## config.mk

```make
export PLATFORM = sky130hd
export DESIGN_NAME = pipelined_barrel_shifter
export DESIGN_NICKNAME = d
export VERILOG_FILES = /design/src/rtl/pipelined_barrel_shifter.sv
export SDC_FILE = /design/constraint.sdc
export NUM_CORES = 1
export LEC_CHECK = 0
export CORE_MARGIN = 2
export CORE_UTILIZATION = 55
export CTS_BUF_LIST = sky130_fd_sc_hd__clkbuf_8
export CTS_CLUSTER_DIAMETER = 40
export DETAILED_ROUTE_END_ITERATION = 8
export DONT_BUFFER_PORTS = 1
export PLACE_DENSITY = 0.7
export SYNTH_ARGS = -nofsm -noshare
export SYNTH_HDL_FRONTEND = slang
export SYNTH_SLANG_ARGS = --single-unit
```

## constraint.sdc

```tcl
create_clock -name clk -period 2.55 [get_ports clk]
set_clock_uncertainty 0.1 [all_clocks]
set_input_delay 0.1275 -clock clk [delete_from_list [all_inputs] [get_ports clk]]
set_output_delay 0.1275 -clock clk [all_outputs]
set_load 0.005 [all_outputs]
```

## src/rtl/pipelined_barrel_shifter.sv

```systemverilog
// Pipelined rotate/shift unit: valid/ready register slices, pass-through tag.
// Build option BSH_SRA_EN: op 11 becomes an arithmetic right shift.
module pipelined_barrel_shifter #(
  parameter int WIDTH            = 32,
  parameter int LEVELS_PER_STAGE = 1,
  parameter int TAG_W            = 4,
  localparam int SHAMT_W = $clog2(WIDTH),
  localparam int NLEV    = SHAMT_W,
  localparam int LAT     =
    (NLEV + LEVELS_PER_STAGE - 1) / LEVELS_PER_STAGE
) (
  input  logic               clk,
  input  logic               rst,
  input  logic               in_valid,
  output logic               in_ready,
  input  logic [WIDTH-1:0]   in_data,
  input  logic [SHAMT_W-1:0] in_shamt,
  input  logic [1:0]         in_op,
  input  logic [TAG_W-1:0]   in_tag,
  output logic               out_valid,
  input  logic               out_ready,
  output logic [WIDTH-1:0]   out_data,
  output logic [TAG_W-1:0]   out_tag
);

  localparam logic [1:0] OP_ROL = 2'b00;
  localparam logic [1:0] OP_ROR = 2'b01;
  localparam logic [1:0] OP_SLL = 2'b10;
  localparam logic [1:0] OP_SRX = 2'b11;

  function automatic logic [WIDTH-1:0] shift_lvl(
    input logic [WIDTH-1:0] d,
    input logic [1:0]       op,
    input int               sh
  );
    logic [WIDTH-1:0] r;
    r = d;
    unique case (op)
      OP_ROL: r = (d << sh) | (d >> (WIDTH - sh));
      OP_ROR: r = (d >> sh) | (d << (WIDTH - sh));
      OP_SLL: r = d << sh;
`ifdef BSH_SRA_EN
      OP_SRX: r = $signed(d) >>> sh;
`else
      OP_SRX: r = d >> sh;
`endif
    endcase
    return r;
  endfunction

  for (genvar k = 0; k < LAT; k++) begin : g_sl
    logic               v_q;
    logic               v_i;
    logic               rdy;
    logic               rdy_n;
    logic [WIDTH-1:0]   d_q;
    logic [WIDTH-1:0]   d_i;
    logic [WIDTH-1:0]   d_n;
    logic [WIDTH-1:0]   x;
    logic [SHAMT_W-1:0] s_i;
    logic [SHAMT_W-1:0] b;
    logic [1:0]         o_i;
    logic [TAG_W-1:0]   t_q;
    logic [TAG_W-1:0]   t_i;

    if (k == 0) begin : g_src
      assign v_i = in_valid;
      assign d_i = in_data;
      assign s_i = in_shamt;
      assign o_i = in_op;
      assign t_i = in_tag;
    end else begin : g_src
      assign v_i = g_sl[k-1].v_q;
      assign d_i = g_sl[k-1].d_q;
      assign s_i = g_sl[k-1].g_fw.s_q;
      assign o_i = g_sl[k-1].g_fw.o_q;
      assign t_i = g_sl[k-1].t_q;
    end

    if (k == LAT - 1) begin : g_dn
      assign rdy_n = out_ready;
    end else begin : g_dn
      assign rdy_n = g_sl[k+1].rdy;
    end

    assign rdy = !v_q || rdy_n;

    // Levels beyond NLEV see shamt bits shifted out as zero.
    always_comb begin
      x = d_i;
      b = s_i >> (k * LEVELS_PER_STAGE);
      for (int j = 0; j < LEVELS_PER_STAGE; j++) begin
        if (b[0])
          x = shift_lvl(x, o_i,
                        1 << (k * LEVELS_PER_STAGE + j));
        b = b >> 1;
      end
      d_n = x;
    end

    always_ff @(posedge clk) begin
      if (rst) begin
        v_q <= 1'b0;
        d_q <= '0;
        t_q <= '0;
      end else if (rdy) begin
        v_q <= v_i;
        if (v_i) begin
          d_q <= d_n;
          t_q <= t_i;
        end
      end
    end

    // The final slice has no later levels to feed.
    if (k < LAT - 1) begin : g_fw
      logic [SHAMT_W-1:0] s_q;
      logic [1:0]         o_q;

      always_ff @(posedge clk) begin
        if (rst) begin
          s_q <= '0;
          o_q <= '0;
        end else if (rdy && v_i) begin
          s_q <= s_i;
          o_q <= o_i;
        end
      end
    end
  end

  assign in_ready  = g_sl[0].rdy && !rst;
  assign out_valid = g_sl[LAT-1].v_q;
  assign out_data  = g_sl[LAT-1].d_q;
  assign out_tag   = g_sl[LAT-1].t_q;

endmodule

```

==> key figures <==
Outcome
  • Status: finished, violations left
  • Failing checks: negative hold slack

Drt
  • Vias: 9161
  • Drt pass-1 iters: 6
  • Mean routed wirelength per cell: 17.3 um
  • DRT iter0 DRCs: 550
  • Post-DRT Antenna Nets: 0
  • Vias per inst: 5.79
  • # DRC: 0
  • WL final: 27300 um

CTS
  • H-tree depth: 2
  • Root buffer cell: clkbuf_8
  • Worst-Skew Late Latency: 0.53 ns
  • CTS tree: built
  • Reg clk slew, reported paths: 0.05 ns
  • CTS Sinks: 203
  • Clock buffer depth: 3
  • CTS buffer count: 38
  • Post CTS Setup Buffer Count: 0

Cells and area
  • Multi-input gate area: 6030 um2
  • Register Area: 4070 um2
  • Share of post-route cells with drive strength above 1: 0.0825
  • Final net count: 1345
  • Area delta synth->final: 23.4%
  • N_diodes: 0
  • Fillers: 1378

Synthesis
  • Distinct cells, synth: 36
  • Fraction of registers with async set/reset: 0
  • Mapped Area: 10600 um2
  • Post-synth top area share: 0.382
  • Prevailing post-synth register cell: dfxtp_1
  • Syn Area/Cell: 8.94 um2
  • Sequential-to-total area share from yosys stat: 0.382
  • #FFs+latches synth: 203
  • Yosys warns: 0
  • Gate Count Post-Synth: 1188
  • Area contributors post-synth: dfxtp_1 (38%), mux2i_1 (17%), nand2b_1 (7.4%)
  • EDFF count, synth: 0
  • Leading area contributor after synthesis: dfxtp_1
  • Top-count cell post-synth: dfxtp_1
  • Synth top cells by count: dfxtp_1 (203), mux2i_1 (181), nor2_1 (131)
  • Syn_nets: 1235

Floorplanning
  • Initial Util: 0.564
  • Die W: 143 um
  • Die extent in y: 143 um
  • CORE AREA: 18800 um2
  • # IOs: 85
  • Full die area: 20400 um2
  • # rows: 50

STA
  • Fin Hold WS: -0.0194 ns
  • Final Cycle Share: 0.993
  • Setup tns final: 0 ns
  • Setup repair after global routing missed its margin: no
  • Final Hold Violating Endpoints: 1
  • Minimum clock period after layout: 2.53 ns
  • Fin. max-slew vios: 0
  • Final worst setup slack: 0.0175 ns
  • Rel. slew slack: 0.338
  • F_max: 395 MHz
  • Slew @ Worst Pin: 0.993 ns
  • Final setup viols: 0

Global routing
  • Number of global-route vias before repair: 8707
  • Initial antenna violation count: 0
  • GR Util All Layers: 0.264
  • Global route overflow: 0
  • Largest net degree at the start of global routing: 168
  • First-pass GRT wire length: 44100 um

Critical path
  • Critical Path AT: 2.90 ns
  • Startpoint Class: primary input
  • Reg2Reg Capture Point: g_sl[0].d_q[8]
  • Critical Path Fanout Max: 3
  • Critical path required time: 2.92 ns
  • Critical path endpoint category: register
  • Reg2Reg Setup Slack: 0.22 ns
  • Kind of critical path: primary input to register
  • Worst reg-to-reg path cell count: 5
  • R2r startpoint: g_sl[2].v_q

Power
  • Clock share of power: 0.424
  • Leak: 5.09 nW
  • Pwr dens: 560 nW/um2
  • Sw Pwr: 1.87 mW
  • Combinational power share: 0.112
  • Internal power: 5.47 mW
  • Max VDD drop: 0.000373 V
  • Switching portion of total power: 0.255
  • Flop pwr share: 0.464

Hold path
  • Hold path depth: 2
  • WHS Endpoint: g_sl[3].g_fw.s_q[4]
  • Min-delay worst type: primary input to register
  • Hold_sp: rst

Placed design
  • Post-detail-place hpwl: 15400 um
  • Pre-CTS setup slack: 0.713 ns
  • IO buf count: 0
  • GP Congestion: 0.798

Flow run
  • Max-Cap Viols: 0
-- worst max path at each step --
| stage | from | slack [ns] | end |
|---|---|---|---|
| after global placement | g_sl[3].v_q | 0.76 | g_sl[1].g_fw.s_q[2] |
| final | in_data[31] | 0.02 | g_sl[0].d_q[31] |
| after global routing | in_data[31] | 0.001 | g_sl[0].d_q[31] |
| after CTS | in_data[31] | 0.13 | g_sl[0].d_q[31] |
| after detailed placement | g_sl[3].v_q | 0.71 | g_sl[1].t_q[2] |
| after floorplan | g_sl[1].g_fw.o_q[0] | 1.03 | g_sl[2].d_q[18] |
-- stage by stage --
stage                     instance area [um2]  utilization  cells  power (mW)
after CTS                               13100        0.696   1583        7.34
final                                   13100        0.696   1581        7.34
after detailed placement                10600        0.565   1351        4.00
after global placement                  10600        0.565   1351        3.99
after global routing                    13100        0.696   1581        7.62
after floorplan                         10600            -   1188        3.95
-- cell usage in the layout (no fill, tap or decap), types with 17 or more instances in the layout --
master         netlist  routed
o21ai_0             19      19
dfxtp_1            203     198
dlygate4sd3_1        0     163
a211o_1             58      58
nand3_1             35      35
nand2b_1           126     126
clkbuf_8             0      50
mux2i_1            181     181
a22o_1              64      64
a21oi_1            113     111
a31oi_1             26      26
nor2_1             131     130
nor2b_1             17      17
-- layout make-up --
| cell class | count | share of cell area |
|---|---|---|
| inverters | 3 | 0.000859 |
| repair buffers | 187 | 0.146 |
| well taps | 260 | 0.0248 |
| multi-input cells | 865 | 0.460 |
| flip-flops and latches | 203 | 0.311 |
| clock buffers | 50 | 0.0525 |
| clock inverters | 13 | 0.00516 |
-- cell families after synthesis --
logic type	synth area share
compound gates	0.212
buf+inv	0.0538
flops	0.382
mux	0.171
simple gates	0.181
-- worst max-delay path: stages --
cell and delay [ns]:
dlygate4sd3_1 0.58, nor2_1 0.06, dlygate4sd3_1 0.56, a311o_1 0.33, dlygate4sd3_1 0.58, mux2i_1 0.12, dlygate4sd3_1 0.54
-- timing repair --
item                       4_1_cts  5_1_grt
hold buffers                   169        1
setup endpoints to repair        0       27
gates resized for setup          0        2
hold endpoints to repair       196        2
-- registers in the layout (all words and copies together), names as in the netlist --
register,cells
g_sl.v_q,4
out_data,32
g_sl.d_q,128
g_sl.g_fw.o_q,8
g_sl.g_fw.s_q,10
out_valid,1
g_sl.t_q,16
out_tag,4
-- power by group through the flow --
stage	combinational [mW]	clock, mW	sequential (mW)
6_report	0.825	3.11	3.41
3_5_place_dp	0.530	0	3.47
4_1_cts	0.789	3.15	3.40
2_1_floorplan	0.541	0	3.41
5_1_grt	0.893	3.30	3.42
3_3_place_gp	0.517	0	3.47
-- layer usage --
| layer | GRT usage | vias to the layer above | wire length (um) |
|---|---|---|---|
| li1 | - | 4541 | - |
| met1 | 0.330 | 4288 | 12000 |
| met2 | 0.443 | 254 | 13100 |
| met3 | 0.0439 | 78 | 1180 |
| met4 | 0.128 | 0 | 1040 |
| met5 | 0 | - | 0 |
No activity file was read; power rests on OpenSTA's default activity.
